File: config.mk
export PLATFORM = sky130hd
export DESIGN_NAME = serial_logic32_flat
export DESIGN_NICKNAME = d
export VERILOG_FILES = /design/src/rtl/serial_logic32_if.sv /design/src/rtl/serial_logic32.sv /design/src/flat_wrapper.sv
export SDC_FILE = /design/constraint.sdc
export NUM_CORES = 1
export LEC_CHECK = 0
export CAP_MARGIN = 20
export CORE_ASPECT_RATIO = 1.1
export CORE_MARGIN = 5
export CORE_UTILIZATION = 52
export DETAILED_ROUTE_END_ITERATION = 10
export GPL_TIMING_DRIVEN = 0
export HOLD_SLACK_MARGIN = 0.12
export PLACE_DENSITY_LB_ADDON = 0.1
export REMOVE_ABC_BUFFERS = 1
export SLEW_MARGIN = 20
export SYNTH_ARGS = -nofsm -noshare
export SYNTH_HDL_FRONTEND = slang
export SYNTH_SLANG_ARGS = --single-unit
File: constraint.sdc
create_clock -name clk -period 2.4 [get_ports clk]
set_input_delay 0.72 -clock clk [delete_from_list [all_inputs] [get_ports clk]]
set_output_delay 0.72 -clock clk [all_outputs]
set_load 0.05 [all_outputs]
File: src/rtl/serial_logic32_if.sv
// serial_logic32_if: start/busy/done request bus for the bit-serial logic unit.
// SERIAL_LOGIC_ABORT_EN adds the abort request line.
interface serial_logic32_if #(parameter int WIDTH = 32);
  logic             start;
`ifdef SERIAL_LOGIC_ABORT_EN
  logic             abort;
`endif
  logic [1:0]       op;
  logic [WIDTH-1:0] a;
  logic [WIDTH-1:0] b;
  logic             busy;
  logic             done;
  logic [WIDTH-1:0] result;
  logic             zero;
`ifdef SERIAL_LOGIC_ABORT_EN
  modport master (output start, abort, op, a, b, input busy, done, result, zero);
  modport slave (input start, abort, op, a, b, output busy, done, result, zero);
`else
  modport master (output start, op, a, b, input busy, done, result, zero);
  modport slave (input start, op, a, b, output busy, done, result, zero);
`endif
endinterface

File: src/rtl/serial_logic32.sv
// serial_logic32: bit-serial AND/OR/XOR/NOR unit, BITS_PER_CYCLE bits per RUN cycle.
// SERIAL_LOGIC_ABORT_EN enables abandoning a run via bus.abort.
module serial_logic32 #(
  parameter int WIDTH          = 32,
  parameter int BITS_PER_CYCLE = 1
) (
  input logic               clk,
  input logic               reset_n,
  serial_logic32_if.slave   bus
);
  localparam int N  = WIDTH / BITS_PER_CYCLE;
  localparam int CW = $clog2(N + 1);
  typedef enum logic [1:0] {IDLE, RUN, DONE} state_t;
  state_t                          state, state_next;
  logic [WIDTH-1:0]                sa, sb, sr, sr_next, result_q;
  logic [WIDTH+BITS_PER_CYCLE-1:0] sr_cat;
  logic [BITS_PER_CYCLE-1:0]       grp, ga, gb;
  logic [1:0]                      op_q;
  logic [CW-1:0]                   cnt;
  logic                            zero_q, last, abort_run;
`ifdef SERIAL_LOGIC_ABORT_EN
  assign abort_run = bus.abort;
`else
  assign abort_run = 1'b0;
`endif
  assign ga      = sa[BITS_PER_CYCLE-1:0];
  assign gb      = sb[BITS_PER_CYCLE-1:0];
  assign grp     = op_q == 2'd0 ? ga & gb :
                   op_q == 2'd1 ? ga | gb :
                   op_q == 2'd2 ? ga ^ gb : ~(ga | gb);
  // new group enters at the MSB end, so after N steps bit 0 lands back at bit 0
  assign sr_cat  = {grp, sr};
  assign sr_next = sr_cat[WIDTH+BITS_PER_CYCLE-1:BITS_PER_CYCLE];
  assign last    = cnt == CW'(N - 1);
  always_comb begin
    state_next = state;
    case (state)
      IDLE:    state_next = bus.start ? RUN : IDLE;
      RUN:     state_next = abort_run ? IDLE : last ? DONE : RUN;
      default: state_next = IDLE;
    endcase
  end
  always_ff @(posedge clk) begin
    if (!reset_n) state <= IDLE;
    else          state <= state_next;
  end
  always_ff @(posedge clk) begin
    if (!reset_n) begin
      sa       <= '0;
      sb       <= '0;
      sr       <= '0;
      op_q     <= '0;
      cnt      <= '0;
      result_q <= '0;
      zero_q   <= 1'b1;
    end else if (state == IDLE && bus.start) begin
      sa   <= bus.a;
      sb   <= bus.b;
      op_q <= bus.op;
      sr   <= '0;
      cnt  <= '0;
    end else if (state == RUN) begin
      sa  <= sa >> BITS_PER_CYCLE;
      sb  <= sb >> BITS_PER_CYCLE;
      sr  <= sr_next;
      cnt <= cnt + CW'(1);
      if (last && !abort_run) begin
        result_q <= sr_next;
        zero_q   <= sr_next == '0;
      end
    end
  end
  assign bus.busy   = state != IDLE;
  assign bus.done   = state == DONE;
  assign bus.result = result_q;
  assign bus.zero   = zero_q;
endmodule
File: src/flat_wrapper.sv
// flat-port wrapper written by rule: the top's interface ports become plain ports
module serial_logic32_flat 
#(
  parameter int WIDTH          = 32,
  parameter int BITS_PER_CYCLE = 1
)
  (clk, reset_n, bus_start, bus_op, bus_a, bus_b, bus_busy, bus_done, bus_result, bus_zero);
  serial_logic32_if #(.WIDTH(WIDTH)) bus_i ();
  input logic clk;
  input logic reset_n;
  input wire logic [$bits(bus_i.start)-1:0] bus_start;
  input wire logic [$bits(bus_i.op)-1:0] bus_op;
  input wire logic [$bits(bus_i.a)-1:0] bus_a;
  input wire logic [$bits(bus_i.b)-1:0] bus_b;
  output wire logic [$bits(bus_i.busy)-1:0] bus_busy;
  output wire logic [$bits(bus_i.done)-1:0] bus_done;
  output wire logic [$bits(bus_i.result)-1:0] bus_result;
  output wire logic [$bits(bus_i.zero)-1:0] bus_zero;
  assign bus_i.start = bus_start;
  assign bus_i.op = bus_op;
  assign bus_i.a = bus_a;
  assign bus_i.b = bus_b;
  assign bus_busy = bus_i.busy;
  assign bus_done = bus_i.done;
  assign bus_result = bus_i.result;
  assign bus_zero = bus_i.zero;
  serial_logic32 #(.WIDTH(WIDTH), .BITS_PER_CYCLE(BITS_PER_CYCLE)) u_core (.clk(clk), .reset_n(reset_n), .bus(bus_i));
endmodule
== Word level (Yosys, flattened, before mapping) ==
Cells that the tools add are included.
Cells by class
  add/subtract/negate cells: 1
  order comparisons: 0
  bitwise gates (word level): 6
  equality and inequality tests: 5
  shift-type cells: 0
  reduce and logical (&&, ||, !) cells: 8
  divide/modulo/power cells: 0
  mux-type cells: 10
  multiply operators: 0
Operators by type and width (count)
  two-way mux 32 bit: 4
  zero test 32 bit: 1
  adder 6 x 1 -> 6 bit (second input constant): 1
  == test 6 x 5 -> 1 bit (second input constant): 1
  == test 2 x 1 -> 1 bit (second input constant): 2
  == test 2 bit (second input constant): 2
  zero test 2 bit: 2
  two-way mux 1 bit: 4
  case mux 2 bit (2 select lines): 1
  nonzero test 2 bit: 2
  NOT 1 bit: 3
  AND reduction 3 bit: 1
  two-way mux 2 bit: 1
  OR reduction 2 bit: 1
  AND 1 bit: 1
  logical AND 1 bit: 1
  bitwise OR 1 bit: 1
  XOR 1 bit: 1
Word-level totals
  register bits: 139
  bits in latches: 0
  RAM bits: 0
  input bits: 69
  ROM bits: 0
  memories: 0
  logic and storage cells: 38
  output and inout bits: 35

== Depth between registers and ports, before layout ==
Gate-level depths: netlist of run 1.
  depth after elaboration: 6
  mapped depth: 7
  gate-level depth less buffers: 6

== Least setup slack after synthesis of run 1 ==
Ideal clock, no wire load.
  path type: input to register
  start: in bus_start
  end: reg u_core.sa[25]
  data required time: 2.324 ns
  path slack: 0.451 ns
  cell stages on the path: 5
  arrival time: 1.873 ns
  setup time: 0.076 ns
  cells stage by stage: nor3b_1 -> clkbuf_1 -> buf_1 -> a22oi_1 -> a21boi_0
Between the ends
  longest elaborated chain between the ends: 2
Ends and longest elaborated chain
  start, declared: RTL line flat_wrapper.sv:11  | input wire logic [$bits(bus_i.start)-1:0] bus_start;
  logical AND 1 bit *: RTL line serial_logic32.sv:56  | end else if (state == IDLE && bus.start) begin
  two-way mux 32 bit / nonzero test 2 bit (equally long branches)
  end signal, assigned: RTL line serial_logic32.sv:57  | sa <= bus.a;
  end signal, assigned: RTL line serial_logic32.sv:63  | sa <= sa >> BITS_PER_CYCLE;
  end, declared: RTL line serial_logic32.sv:15  | logic [WIDTH-1:0] sa, sb, sr, sr_next, result_q;
Mark *: on every way between the ends. The rest lies on a longest branch, timed or not.
A chain may end at the register's enable or synchronous reset.

== Final worst setup path of run 1 ==
  start: reg u_core.state[1]
  end: out bus_done
Between the ends
  longest elaborated chain between the ends: 1
Ends and longest elaborated chain
  start, declared: RTL line serial_logic32.sv:14  | state_t state, state_next;
  start signal, assigned: RTL line serial_logic32.sv:45  | else state <= state_next;
  == test 2 bit: RTL line serial_logic32.sv:74  | assign bus.done = state == DONE;
  end, declared: RTL line flat_wrapper.sv:16  | output wire logic [$bits(bus_i.done)-1:0] bus_done;
No other way between the ends.

==> results of run 1 <==
## area by class of cell
cell class | instances | share of cell area (%)
Clock buffer | 22 | 6.76
Timing Repair Buffer | 118 | 17.3
Multi-Input combinational cell | 438 | 34.0
Clock inverter | 10 | 1.56
Inverter | 4 | 0.205
Tap cell | 143 | 2.45
Sequential cell | 138 | 37.8
## registers in the layout, indices dropped and copies added (netlist names)
| signal | count |
|---|---|
| u_core.sa | 32 |
| u_core.sr | 31 |
| u_core.op_q | 2 |
| u_core.cnt | 6 |
| u_core.sb | 32 |
| u_core.state | 2 |
| u_core.bus.zero | 1 |
| u_core.bus.result | 32 |
## metal layers
metal	routed length [um]	share of wire, %	track usage (%)
met5	0	0	0
met4	188	1.6	8.01
met3	711	6.1	6.53
met2	5840	50	34.2
met1	4900	42	22.8
## metrics by stage
stage	total power, mW	std cells	setup TNS (ps)
after global routing	5.76	873	0
after global placement	2.90	826	-830170
after detailed placement	2.96	839	-38210
final	5.52	873	0
after floorplan	2.69	580	-395120
after CTS	5.57	872	0
## power by group through the flow
stage                     combinational (mW)  sequential (mW)  clock [mW]
after detailed placement               0.493             2.47           0
final                                  0.497             2.42        2.61
after global routing                   0.549             2.43        2.78
after global placement                 0.437             2.46           0
after CTS                              0.497             2.42        2.65
after floorplan                        0.235             2.45           0
## cells by family (layout without fill, tap and decap cells)
family	Yosys count	after routing
muxes	1	1
AOI/OAI and AO/OA	194	194
xor gates and xnor gates	5	5
and+or+nand+nor	234	234
adders and majority gates	4	4
buffers and inverters	53	154
DFF	138	138
## Yosys cell counts
master / number / area [sq um]
a21boi_1: 5 / 37.5
nor2b_1: 2 / 12.5
nor3b_1: 1 / 7.51
and3_1: 1 / 6.26
o31ai_1: 1 / 7.51
inv_1: 4 / 15.0
a22oi_1: 62 / 465
xor2_1: 4 / 35.0
nand3_1: 3 / 15.0
buf_2: 1 / 5.00
and2_1: 1 / 6.26
or4_1: 2 / 15.0
nand4_1: 4 / 25.0
dfxtp_1: 138 / 2760
mux4_2: 1 / 22.5
buf_1: 5 / 18.8
ha_1: 4 / 50.1
nor2_1: 7 / 26.3
a21boi_0: 94 / 706
buf_6: 1 / 11.3
nand2b_1: 1 / 6.26
nor4_1: 7 / 43.8
clkbuf_1: 42 / 158
nand2_1: 203 / 762
nor3_1: 1 / 5.00
xnor2_1: 1 / 8.76
a21oi_1: 32 / 160
nor4_2: 1 / 12.5
## final timing paths
check / end / slack, ps / depth (start not counted)
worst min register to register: u_core.bus.result[3] / 450 / 2
worst max-delay path: bus_done / 90 / 2
worst max register to register: u_core.bus.zero / 170 / 4
worst min-delay path: u_core.bus.result[3] / 450 / 2
## tightest hold or removal path: stages, from the launching register on
cell,delay [ps]
dfxtp_1,300
nand2_1,50
a21boi_1,50
## repair_timing
action / in CTS / in global routing
pin swaps: 0 / 2
endpoints found under the setup margin: 83 / 24
buffers inserted: 1 / 1
resized for setup: 6 / 0
==> results.cfg, run 1 <==
[clock_tree]
clkLatencyLatePin_ps = 410
cts_made_buffers = 17
hold_buffers = 0
clk_path_buf_depth = 2
cts.reportedPaths.clkPinSlew_ps = 60
ctsHtreeMaxLevel = 4
cts.root.buffer_cell = clkbuf_16
clock-sinks = 138
cts_tree = built

[layout]
fin_util_pct = 71.0
layout_common_cells = nand2_1 (202), dfxtp_1 (138), clkdlybuf4s50_1 (100)
drive_gt1_share_pct = 7.67
final_common_cell = nand2_1
antenna_cells = 0
regArea_sq_um = 2760
synthToLayoutAreaGrowth_pct = 35.2
fillers = 822
nets = 790
final_cell_area_sq_um = 7310
multi_input_area_sq_um = 2480

[routing]
drtPass1Iterations = 5
wl_um = 11600
wl_per_cell_um = 13.3
final_antenna_net_count = 0
drt_iter0_drc = 190
vias = 4511
route.detailed.drc = 0
vias_per_cell = 5.17

[pwr]
ir_drop_uv = 454
p_seq_share_pct = 43.8
intPower_mw = 4.30
comb_power_share_pct = 9.0
clkPwrFrac_pct = 47.2
power.leakage_nw = 2.51
power_density_nw_per_um2 = 755
p_sw_share_pct = 22.1
switching_power_mw = 1.22

[timing]
slew_headroom_pct = 55.3
period_share_pct = 96.0
worstMarginPinSlew_ps = 668
setup_slack_ps = 95.0
setup_violations = 0
period_needed_ps = 2310
fmax_ghz = 0.434
fin_skew_ps = 7.82
whs_ps = 449
slew_violations = 0
rsz0062_at_grt = no
hold_viol = 0

[worst_setup_path]
critPathBufInv = 1
path_class = flip-flop to output pin
cp-end-kind = output pin
cp_max_fo = 5
crit_arrival_ps = 1590
cp-start-kind = flip-flop
path_delay_family = buffers and inverters
setup.worst_path.start = u_core.state[1]
r2r-start = u_core.state[0]
crit_slowest_cell = dlygate4sd2_1
worst_path_largest_cell_delay_ps = 530
cp.required_ps = 1680
worstPathCellList = nor2b_1, dlygate4sd2_1

[synth]
synth_fa_ha_area_share_pct = 0.926
synthSimpleGateAreaFrac_pct = 17.4
ys_seq_area_share_pct = 51.1
synth-xor-area-share_pct = 0.810
synth.area.mux_share_pct = 0.417
synthCells = 629
synth_compound_area_share_pct = 25.5
synthDistinctLibCells = 28
synth_top_family_by_area = compound AO/OA/AOI/OAI gates
synth.avg_cell_area_sq_um = 8.60
yosysWarningCount = 0
syn_area_sq_um = 5410
yosys_register_bits = 138

[hold_path]
min_from = u_core.bus.result[3]
hold_class = flip-flop to flip-flop

[placement]
place_congestion = 0.791
io_buffers = 103
place_area_sq_um = 6680
post-place-ws_ps = -711
dpl.hpwl_um = 7950

[grt]
grt_max_degree = 59
grt_overflow_total = 0
grt_pass1_wl_um = 20100
grt_pass1_vias = 4410
track_usage_pct = 19.8
antenna_found_initial = 0

[floorplan]
die_h_um = 117
placeableCoreArea_sq_um = 10300
dieArea_sq_um = 12500
ios = 104
initial_core_util_pct = 52.5
rows = 39
die_w_um = 107

[outcome]
outcome = finished, final reports clean

[flow_run]
maxCapViolations = 0
No activity file was read; power rests on OpenSTA's default activity.
==> inputs of run 2 (changes only) <==
Settings changed: CAP_MARGIN 20 to default.
==> run 2 against run 1 <==
Wire length increased by 0.38%. Setup slack improved by 16 ps. Clock power increased by 5%. First-iteration DRC count rose by 8.4%. Utilization rose by 0.21 points. Total power is 2.3% higher. Maximum frequency up 0.70%. Critical path type unchanged.
==> results.cfg, run 2 (synthesized netlist as in run 1, its figures left out) <==
[layout]
final_common_cell = nand2_1
drive_gt1_share_pct = 7.53
nets = 790
fin_util_pct = 71.2
final_cell_area_sq_um = 7330
layout_common_cells = nand2_1 (202), dfxtp_1 (138), clkdlybuf4s50_1 (100)
synthToLayoutAreaGrowth_pct = 35.6
fin_cells = 873
antenna_cells = 0

[placement]
io_buffers = 103
place_area_sq_um = 6680
dp.cells = 839
post-place-ws_ps = -709
dpl.hpwl_um = 7960
place_congestion = 0.791

[clock_tree]
cts_tree = built
cts.root.buffer_cell = clkbuf_16
hold_buffers = 0
cts.reportedPaths.clkPinSlew_ps = 60
clock-sinks = 138
clk_path_buf_depth = 2
clkLatencyLatePin_ps = 410
ctsHtreeMaxLevel = 4
cts_made_buffers = 17

[pwr]
ir_drop_uv = 414
power_density_nw_per_um2 = 770
power.leakage_nw = 2.50
switching_power_mw = 1.23
comb_power_share_pct = 8.8
p_seq_share_pct = 42.9
clkPwrFrac_pct = 48.4
intPower_mw = 4.42
p_sw_share_pct = 21.7
power.total_mw = 5.65

[worst_setup_path]
crit_slowest_cell = dlygate4sd2_1
cp-start-kind = flip-flop
path_class = flip-flop to output pin
regToRegEndpoint = u_core.bus.zero
critPathBufInv = 1
r2r-start = u_core.state[0]
cp-end-kind = output pin
path_delay_family = buffers and inverters
cp_max_fo = 5
crit_arrival_ps = 1570
cp.required_ps = 1680
reg2reg_depth = 4
worstPathCellList = nor2b_1, dlygate4sd2_1
reg2reg_setup_slack_ps = 180
worst_path_largest_cell_delay_ps = 530

[grt]
groute.layer.met1.usage_pct = 22.0
busiest_layer = met2
track_usage_pct = 20.0
grt_pass1_wl_um = 20200
antenna_found_initial = 0
use_met2_pct = 35.2
grt_pass1_vias = 4497
grt_overflow_total = 0
grt_max_degree = 59
use_met3_pct = 7.90

[routing]
wl_um = 11700
final_antenna_net_count = 0
vias = 4546
drt_iter0_drc = 206
wl_per_cell_um = 13.4
route.detailed.drc = 0
drtPass1Iterations = 5
vias_per_cell = 5.21

[hold_path]
hold_class = flip-flop to flip-flop
holdPathEnd = u_core.bus.result[3]
holdPathStages = 2
min_from = u_core.bus.result[3]

[timing]
fmax_ghz = 0.437
fin_skew_ps = 6.87
period_needed_ps = 2290
setup_slack_ps = 111
rsz0062_at_grt = no
setup_violations = 0
period_share_pct = 95.4
hold_viol = 0
worstMarginPinSlew_ps = 676
slew_headroom_pct = 54.8
tns_ps = 0
whs_ps = 449
slew_violations = 0

[floorplan]
die_w_um = 107
dieArea_sq_um = 12500
initial_core_util_pct = 52.5
rows = 39
ios = 104
placeableCoreArea_sq_um = 10300
die_h_um = 117

[flow_run]
maxCapViolations = 0

[outcome]
outcome = finished, final reports clean
run 2: cell types whose count changed in the layout (fill, tap and decap cells not counted), sizes merged:
cell	delta
clkbuf	-2
clkdlybuf4s15	+1
inv	-1
bufinv	+2
clkinv	-1
clkinvlp	+2
dlygate4sd2	-1
run 2: power groups by stage:
stage	registers [mW]	clock network (mW)	logic, mW
2_1_floorplan	2.45	0	0.235
3_3_place_gp	2.46	0	0.437
3_5_place_dp	2.47	0	0.494
4_1_cts	2.42	2.78	0.499
5_1_grt	2.43	2.91	0.548
6_report	2.42	2.73	0.496
run 2: what timing repair did:
action / CTS / global route
setup endpoints to repair: 83 / 21
endpoints found under the hold margin: 0 / 0
pin swaps: 0 / 2
buffers inserted: 1 / 1
resized for setup: 6 / 1
run 2: worst max path at each step:
stage                    startpoint         endpoint  slack, ps  cells past startpoint
floorplan                 bus_start     u_core.sa[0]      -4990                      4
global placement          bus_start    u_core.sb[15]     -10170                      5
detailed placement        bus_start     u_core.sb[4]       -710                      9
CTS                       bus_start    u_core.sb[12]         20                      9
global route        u_core.state[0]  u_core.bus.zero         10                      4
finish              u_core.state[1]         bus_done        110                      2
run 2: metal layers:
metal	vias to the layer above	part of all wire, %	wire length (um)
met5	-	0	0
met4	0	1.7	203
met3	17	6.6	770
met2	99	51	5920
met1	2096	41	4800
li1	2334	-	-
run 2: cell type report:
type	instances	area [sq um]
fill	792	2960
sequential	138	2760
multi-input combinational	438	2480
timing repair buffer	118	1260
clock buffer	20	457
tap	143	179
clock inverter	12	171
inverter	4	15.0
run 2: worst register-to-register path, delay by kind of cell, from the launching register on:
kind | cells | cell delay, ps
flip-flops | 1 | 480
AND/OR/NAND/NOR | 4 | 1690
